<file path="src/rtl/dffram_pkg.sv">
// rtl/dffram_pkg.sv - shared types and sizes for the DFFRAM Wishbone bridge
//
// Contents:
//   DFFRAM_AW     word-address width of the 512x32 macro
//   DFFRAM_DW     data width of the macro
//   DFFRAM_WSIZE  number of byte lanes
//   state_t       bridge FSM state encoding
package dffram_pkg;

  localparam int DFFRAM_AW    = 9;
  localparam int DFFRAM_DW    = 32;
  localparam int DFFRAM_WSIZE = 4;

  typedef enum logic [1:0] {
    IDLE = 2'd0,
    RD   = 2'd1,
    ACK  = 2'd2,
    ERR  = 2'd3
  } state_t;

endpackage

</file>
<file path="src/rtl/dffram_wb_bridge.sv">
// rtl/dffram_wb_bridge.sv - Wishbone B4 classic slave in front of the 512x32 DFFRAM macro
//
// Ports:
//   CLK, RST_N            clock shared with the macro, async active-low reset
//   wb_cyc_i/wb_stb_i     bus cycle / strobe
//   wb_we_i, wb_sel_i     write flag and byte-lane selects
//   wb_adr_i, wb_dat_i    byte address and write data
//   wb_dat_o              read data (defined during ACK of a read)
//   wb_ack_o, wb_err_o    normal / out-of-window termination
//   ram_en0, ram_we0      macro enable and byte write enables
//   ram_a0, ram_di0       macro word address and write data
//   ram_do0               macro read data, valid the cycle after an enabled edge
module dffram_wb_bridge
  import dffram_pkg::*;
#(
  parameter logic [31:0] ADDR_BASE = 32'h0000_0000,
  parameter int          AW        = DFFRAM_AW,
  parameter bit          REG_DOUT  = 1'b0
) (
  input  logic                    CLK,
  input  logic                    RST_N,
  input  logic                    wb_cyc_i,
  input  logic                    wb_stb_i,
  input  logic                    wb_we_i,
  input  logic [DFFRAM_WSIZE-1:0] wb_sel_i,
  input  logic [31:0]             wb_adr_i,
  input  logic [DFFRAM_DW-1:0]    wb_dat_i,
  output logic [DFFRAM_DW-1:0]    wb_dat_o,
  output logic                    wb_ack_o,
  output logic                    wb_err_o,
  output logic                    ram_en0,
  output logic [DFFRAM_WSIZE-1:0] ram_we0,
  output logic [AW-1:0]           ram_a0,
  output logic [DFFRAM_DW-1:0]    ram_di0,
  input  logic [DFFRAM_DW-1:0]    ram_do0
);

  state_t               state;
  state_t               state_nx;
  logic                 req;
  logic                 hit;
  logic [DFFRAM_DW-1:0] dout_q;
  logic                 unused_adr_lsb;

  // Requests are only taken in IDLE, so a strobe held through ACK is
  // served again only after the bubble cycle, never twice in one beat.
  assign req = wb_cyc_i & wb_stb_i & (state == IDLE);
  assign hit = (wb_adr_i[31:AW+2] == ADDR_BASE[31:AW+2]);

  // Byte offset within the word is irrelevant to a word-wide macro.
  assign unused_adr_lsb = ^wb_adr_i[1:0];

  // The macro is driven combinationally so the write, or the read
  // address, lands on the same edge that moves the FSM out of IDLE.
  assign ram_en0 = req & hit;
  assign ram_we0 = (req & hit & wb_we_i) ? wb_sel_i : '0;
  assign ram_a0  = wb_adr_i[AW+1:2];
  assign ram_di0 = wb_dat_i;

  always_ff @(posedge CLK or negedge RST_N) begin
    if (!RST_N) begin
      state <= IDLE;
    end else begin
      state <= state_nx;
    end
  end

  always_comb begin
    state_nx = state;
    case (state)
      IDLE: begin
        if (req) begin
          if (!hit) begin
            state_nx = ERR;
          end else if (wb_we_i) begin
            state_nx = ACK;
          end else if (REG_DOUT) begin
            state_nx = RD;
          end else begin
            state_nx = ACK;
          end
        end
      end
      // A master that abandons the cycle while data is still in flight
      // gets no ACK; the captured word is simply discarded.
      RD: begin
        if (!wb_cyc_i) begin
          state_nx = IDLE;
        end else begin
          state_nx = ACK;
        end
      end
      ACK:     state_nx = IDLE;
      ERR:     state_nx = IDLE;
      default: state_nx = IDLE;
    endcase
  end

  // Terminations come straight from the state register, so they are
  // glitch-free and mutually exclusive by construction.
  assign wb_ack_o = (state == ACK);
  assign wb_err_o = (state == ERR);

  // Read-data register: only loaded in RD, otherwise holds its last value.
  always_ff @(posedge CLK or negedge RST_N) begin
    if (!RST_N) begin
      dout_q <= '0;
    end else if (REG_DOUT && (state == RD)) begin
      dout_q <= ram_do0;
    end
  end

  assign wb_dat_o = REG_DOUT ? dout_q : ram_do0;

endmodule

</file>
<file path="config.mk">
export PLATFORM = sky130hd
export DESIGN_NAME = dffram_wb_bridge
export DESIGN_NICKNAME = d
export VERILOG_FILES = /design/src/rtl/dffram_pkg.sv /design/src/rtl/dffram_wb_bridge.sv
export SDC_FILE = /design/constraint.sdc
export NUM_CORES = 1
export LEC_CHECK = 0
export ABC_CLOCK_PERIOD_IN_PS = 2100
export CELL_PAD_IN_SITES_DETAIL_PLACEMENT = 1
export CELL_PAD_IN_SITES_GLOBAL_PLACEMENT = 1
export CORE_AREA = 2 2 105 82
export DETAILED_ROUTE_END_ITERATION = 6
export DIE_AREA = 0 0 107 84
export GPL_ROUTABILITY_DRIVEN = 0
export PLACE_DENSITY = 0.9
export SETUP_SLACK_MARGIN = 0.15
export SLEW_MARGIN = 0
export SYNTH_ARGS = -nofsm -noshare
export SYNTH_HDL_FRONTEND = slang
export SYNTH_SLANG_ARGS = --single-unit
</file>
<file path="constraint.sdc">
create_clock -name CLK -period 2.1 [get_ports CLK]
set_input_delay 0.42 -clock CLK [delete_from_list [all_inputs] [get_ports CLK]]
set_output_delay 0.42 -clock CLK [all_outputs]
set_load 0.005 [all_outputs]
</file>
==> results of run 1 <==
[logic make-up (layout without fill, tap and decap cells)]
group / Yosys count / in the layout / synth area share
AO/OA/AOI/OAI: 1 / 1 / 0.009681
flip-flops: 2 / 2 / 0.06452
AND/OR/NAND/NOR: 23 / 23 / 0.2194
buffers and inverters: 73 / 48 / 0.7065
[where the power goes]
group / switching (W) / internal (W) / total, W
combinational: 0.0000309 / 0.0000524 / 0.0000832
clock: 0.0000308 / 0.000121 / 0.000152
sequential: 0.00000254 / 0.0000414 / 0.0000439
[worst reg2reg max path, delay by kind of cell, from the launching register on]
kind	cells	cell delay [ns]
AND/OR/NAND/NOR	1	0.40
flip-flops	1	0.39
buffers and inverters	1	0.12
AO/OA/AOI/OAI	1	0.11
[through the flow]
step           total power, W  cell area (sq um)  cells
2_1_floorplan       0.0001692              775.7     99
3_3_place_gp        0.0001257              745.7    173
3_5_place_dp        0.0001281              745.7    173
4_1_cts             0.0002801              860.8    181
5_1_grt             0.0002974              898.4    182
6_report            0.0002793              898.4    182
[layout make-up]
type	count	area, sq um
Sequential cell	2	50.05
Fill cell	952	7193
Clock buffer	3	41.29
Multi-Input combinational cell	24	286.5
Timing Repair Buffer	45	385.4
Tap cell	108	135.1
[repair_timing]
item | 4_1_cts | 5_1_grt
hold buffers | 0 | 0
hold endpoints to repair | 0 | 0
setup buffers | 5 | 1
gates resized for setup | 74 | 28
pin swaps | 15 | 12
endpoints found under the setup margin | 5 | 5
[placed cells by master, fill, tap and decap left out, drive strengths merged]
cell and n:
buf 20, dlygate4sd2 10, clkdlybuf4s50 7, clkbuf 7, nor3 6, nor4 4, nand3 4, clkdlybuf4s15 2
dlymetal6s2s 2, dfrtp 2, nor2 2, nand4bb 1, nand4 1, nand2 1, and4bb 1, nor2b 1
and2 1, o21a 1, nor3b 1
[layer usage]
| metal | global-route usage | share of wire | vias up |
|---|---|---|---|
| li1 | - | - | 200 |
| met2 | 0.06196 | 0.51 | 46 |
| met5 | 0 | 0 | - |
| met4 | 0.03306 | 0.0069 | 0 |
| met1 | 0.03585 | 0.27 | 230 |
| met3 | 0.04996 | 0.21 | 2 |
[worst max path at each step]
stage / startpoint / to / depth (start not counted)
detailed placement: wb_adr_i[12] / ram_we0[0] / 5
finish: wb_adr_i[26] / ram_en0 / 6
floorplan: wb_adr_i[25] / ram_we0[0] / 3
CTS: wb_adr_i[30] / ram_we0[0] / 6
global route: wb_adr_i[28] / ram_we0[2] / 6
global placement: wb_adr_i[24] / ram_we0[2] / 5
==> flow_summary.json, run 1 <==
{
  "overflow": 0,
  "path_cells": "buf_6 > nor4_4 > nand4_4 > buf_6 > nor3_4 > buf_2",
  "placement.io_buffers": 36,
  "status": "finished clean",
  "whs_ns": 0.3841,
  "area_growth_pct": 15.81,
  "die_w_um": 107,
  "crit_required_ns": 1.68,
  "synth_fp_nets": 204,
  "synth-edff-count": 0,
  "syn-cell-area_sq_um": 775.7,
  "initial_core_util": 0.09587,
  "clockBufferDepth": 2,
  "largest_register_ffs": 2,
  "h-tree-depth": 1,
  "routed_wl_mm": 2.017,
  "timing_hold_violations_final": 0,
  "cpMostUsedCell": "buf_6",
  "max_clock_freq_mhz": 524.6,
  "avgSynthCellArea_sq_um": 7.836,
  "cp.buffers_inverters": 3,
  "synthArstFlopShare": 1.000,
  "netlist_top_cells_area": "buf_4, dfrtp_1, nor3_1",
  "fp.dieArea_sq_um": 8988,
  "die_y_um": 84,
  "nNetsFinal": 181,
  "drcViolationCount": 0,
  "grt_usage": 0.04473,
  "firstDrtPassIters": 3,
  "yosysSeqAreaShare": 0.06452,
  "cts_tree": "built",
  "ys_ff_latch": 2,
  "timing.rr.start": "state[1]",
  "rsz0062_at_grt": "true",
  "cts_made_buffers": 3,
  "dr_total_vias": 478,
  "synth_commonest_cells": "buf_4, nor3_1, nand3_1",
  "setup_violations": 0,
  "antenna_found_initial": 0,
  "synth_flop_cell": "dfrtp_1",
  "p_per_area_nw_per_um2": 310.9,
  "finalSetupTns_ns": 0,
  "worst_slew_pin_slew_ns": 0.2688,
  "top_regs": "state: 2 flops",
  "r2r_setup_slack_ns": 1.01,
  "p_leak_nw": 0.3957,
  "peakVddDrop_mv": 0.1042,
  "setup_ws_ns": 0.1937,
  "period_share": 0.9078,
  "grt_max_degree": 6,
  "crit_family": "simple AND/OR/NAND/NOR gates",
  "drv_cap": 0,
  "start_kind": "primary input",
  "synth_top_area_frac": 0.7065,
  "crit_path_max_incr_delay_ns": 0.32,
  "synthDistinctLibCells": 16,
  "clock-root-buffer": "clkbuf_8",
  "num_io_pins": 185,
  "cp.arrival_ns": 1.49,
  "ant_nets": 0,
  "cpMaxStageDelayCell": "nor4_4",
  "core_sq_um": 8092,
  "cts_sinks": 2,
  "avgRoutedWirePerCell_um": 11.08,
  "diodes": 0,
  "dp_slack_ns": -0.6043,
  "core.rowCount": 29,
  "report.final.slew_viol_count": 0,
  "grt_pass1_vias": 577,
  "drive_above_1_share": 0.5811,
  "netlist.top_cell.by_area": "buf_4",
  "yosysWarnings": 0,
  "path_clk_slew_ns": 0.03,
  "regToRegEndpoint": "state[0]",
  "path_max_fanout": 3,
  "slew_headroom": 0.8194,
  "fin_skew_ns": 0.001016,
  "r2r_cells": 3,
  "path_class": "in -> out",
  "clk_latency_ns": 0.21,
  "synth.most_common_cell": "buf_4",
  "min_path_type": "in -> async",
  "regMostFlops": "state",
  "via_per_inst": 2.626,
  "min_period_ns": 1.906,
  "drtIter0Drc": 10,
  "utilization": 0.1110,
  "synthCells": 99,
  "grt_pass1_wl_mm": 3.091,
  "worstSetupEndpointType": "primary output"
}
Power figures use the tool's default switching activity.
==> run 2, diff against run 1 <==
Settings changed: ABC_CLOCK_PERIOD_IN_PS 2100 to unset, CTS_CLUSTER_DIAMETER set to 200, SLEW_MARGIN 0 to 15.
==> results of run 2 <==
Final layout, timing and power as in run 1 (identical DEF).
==> run 3, diff against run 2 <==
Settings changed: CORE_AREA 2 2 105 82 to 2 2 96 89, DIE_AREA 0 0 107 84 to 0 0 98 91, SLEW_MARGIN 15 to 20.
==> run 3 against run 2 <==
  * Sequential share of layout area up 0.21 points
  * First-iteration DRC count increased by 20%
  * Sequential power is essentially flat
  * Clock power is essentially flat
  * Via count fell by 0.42%
  * Total power decreased by 0.68%
  * Die area is 0.78% lower
  * Non-clock buffer count down 4
  * Register-to-register slack better by 0.07 ns
  * Cell area fell by 3.6%
  * Clock skew shrank 0.00087 ns
  * Hold slack lost 0.0050 ns
==> flow_summary.json, run 3 (synthesis results as in run 1) <==
{
  "pwr-share-seq": 0.159,
  "p_comb_frac": 0.299,
  "utilization": 0.1100,
  "design_area_sq_um": 865.8,
  "die_w_um": 98,
  "status": "finished clean",
  "clock-root-buffer": "clkbuf_8",
  "worstSetupEndpointType": "primary output",
  "r2r_cells": 2,
  "setup_violations": 0,
  "firstDrtPassIters": 4,
  "min_period_ns": 1.898,
  "initial_core_util": 0.09852,
  "h-tree-depth": 1,
  "crit_required_ns": 1.68,
  "largest_register_ffs": 2,
  "drive_above_1_share": 0.5143,
  "critPathLaunch": "wb_adr_i[20]",
  "cts_tree": "built",
  "place_hpwl_mm": 1.518,
  "setup.worst_path.end": "ram_en0",
  "core.rowCount": 31,
  "worst_slew_pin_slew_ns": 0.2593,
  "ctsHoldBuffers": 0,
  "drcViolationCount": 0,
  "dpl_cell_area_sq_um": 734.5,
  "avgRoutedWirePerCell_um": 11.43,
  "min_path_type": "in -> async",
  "regToRegEndpoint": "state[0]",
  "grt_pass1_vias": 496,
  "path_clk_slew_ns": 0.03,
  "rsz0062_at_grt": "false",
  "r2r_setup_slack_ns": 1.08,
  "diodes": 0,
  "max_clock_freq_mhz": 526.8,
  "start_kind": "primary input",
  "grt_pass1_wl_mm": 2.753,
  "top_regs": "state: 2 flops",
  "layout_common_cells": "clkdlybuf4s50_1, dlygate4sd2_1, clkdlybuf4s15_1, buf_2, clkbuf_2",
  "report.final.slew_viol_count": 0,
  "slew_headroom": 0.8258,
  "drtIter0Drc": 12,
  "cts_made_buffers": 3,
  "path_max_fanout": 6,
  "switching_share": 0.2312,
  "clockBufferDepth": 2,
  "placement.io_buffers": 36,
  "finalSetupTns_ns": 0,
  "dr_total_vias": 476,
  "nNetsFinal": 177,
  "regMostFlops": "state",
  "p_int_w": 0.0002132,
  "ant_nets": 0,
  "fin_skew_ns": 0.0001507,
  "die_y_um": 91,
  "p_sw_w": 0.00006411,
  "grt_usage": 0.04080,
  "period_share": 0.9040,
  "setup_ws_ns": 0.2017,
  "timing_hold_violations_final": 0,
  "antenna_found_initial": 0,
  "via_per_inst": 2.817,
  "clock_power_share": 0.542,
  "p_leak_nw": 0.3864,
  "num_io_pins": 185,
  "overflow": 0,
  "fp.dieArea_sq_um": 8918,
  "cts_sinks": 2,
  "core_sq_um": 7874,
  "clk_latency_ns": 0.21,
  "area_growth_pct": 11.61,
  "routed_wl_mm": 1.932,
  "power.total_w": 0.0002774,
  "path_class": "in -> out",
  "dp_slack_ns": -0.6015,
  "peakVddDrop_mv": 0.1001,
  "p_per_area_nw_per_um2": 320.3,
  "timing.rr.start": "state[1]",
  "drv_cap": 0,
  "cp.arrival_ns": 1.48,
  "grt_max_degree": 7
}
[run 3: changes by cell type in the layout (fill, tap and decap cells not counted), moves of 2 or more]
| cell | delta |
|---|---|
| dlygate4sd2_1 | -3 |
| dlymetal6s2s_1 | +2 |
| buf_4 | -2 |
| clkdlybuf4s15_1 | +5 |
| buf_8 | +2 |
| buf_6 | -8 |
[run 3: stage by stage]
stage / std cells / hold slack (ns)
final: 169 / 0.3790
after global routing: 169 / 0.3991
after CTS: 168 / 0.3745
after detailed placement: 164 / 0.4879
after global placement: 164 / 0.4684
after floorplan: 99 / 0.1244
[run 3: worst min path at each step]
stage	slack [ns]	endpoint	startpoint
after detailed placement	0.49	state[1]	state[1]
final	0.38	state[1]	RST_N
after global placement	0.47	state[1]	state[1]
after floorplan	0.12	state[0]	RST_N
after CTS	0.37	state[0]	RST_N
after global routing	0.40	state[1]	RST_N
[run 3: cell type report]
type | instances | area [sq um]
clock buffers | 3 | 41.29
fillers | 939 | 7008
multi-input cells | 24 | 291.5
flip-flops and latches | 2 | 50.05
well taps | 99 | 123.9
repair buffers | 41 | 359.1
[run 3: critical path, cell delays in order]
cell	delay, ns
dlygate4sd2_1	0.24
nor4_2	0.27
nand2_2	0.09
buf_8	0.15
nor3_4	0.16
buf_2	0.14
[run 3: per-layer routing]
layer	routed length, um	global-route usage	up-vias
li1	-	-	194
met1	531	0.03463	215
met2	1028	0.06221	43
met3	277	0.02694	24
met4	95	0.04167	0
met5	0	0	-
[run 3: what timing repair did]
item | in CTS | in global routing
pin swaps | 13 | 10
buffers inserted | 1 | 1
resized for setup | 61 | 28
endpoints found under the setup margin | 5 | 5
[run 3: power by group through the flow]
stage                     logic (W)  registers, W  clock network (W)
after floorplan            0.000126     0.0000436                  0
after global placement    0.0000829     0.0000440                  0
after detailed placement  0.0000851     0.0000444                  0
after CTS                 0.0000815     0.0000441           0.000157
after global routing      0.0000892     0.0000446           0.000158
final                     0.0000829     0.0000441           0.000150
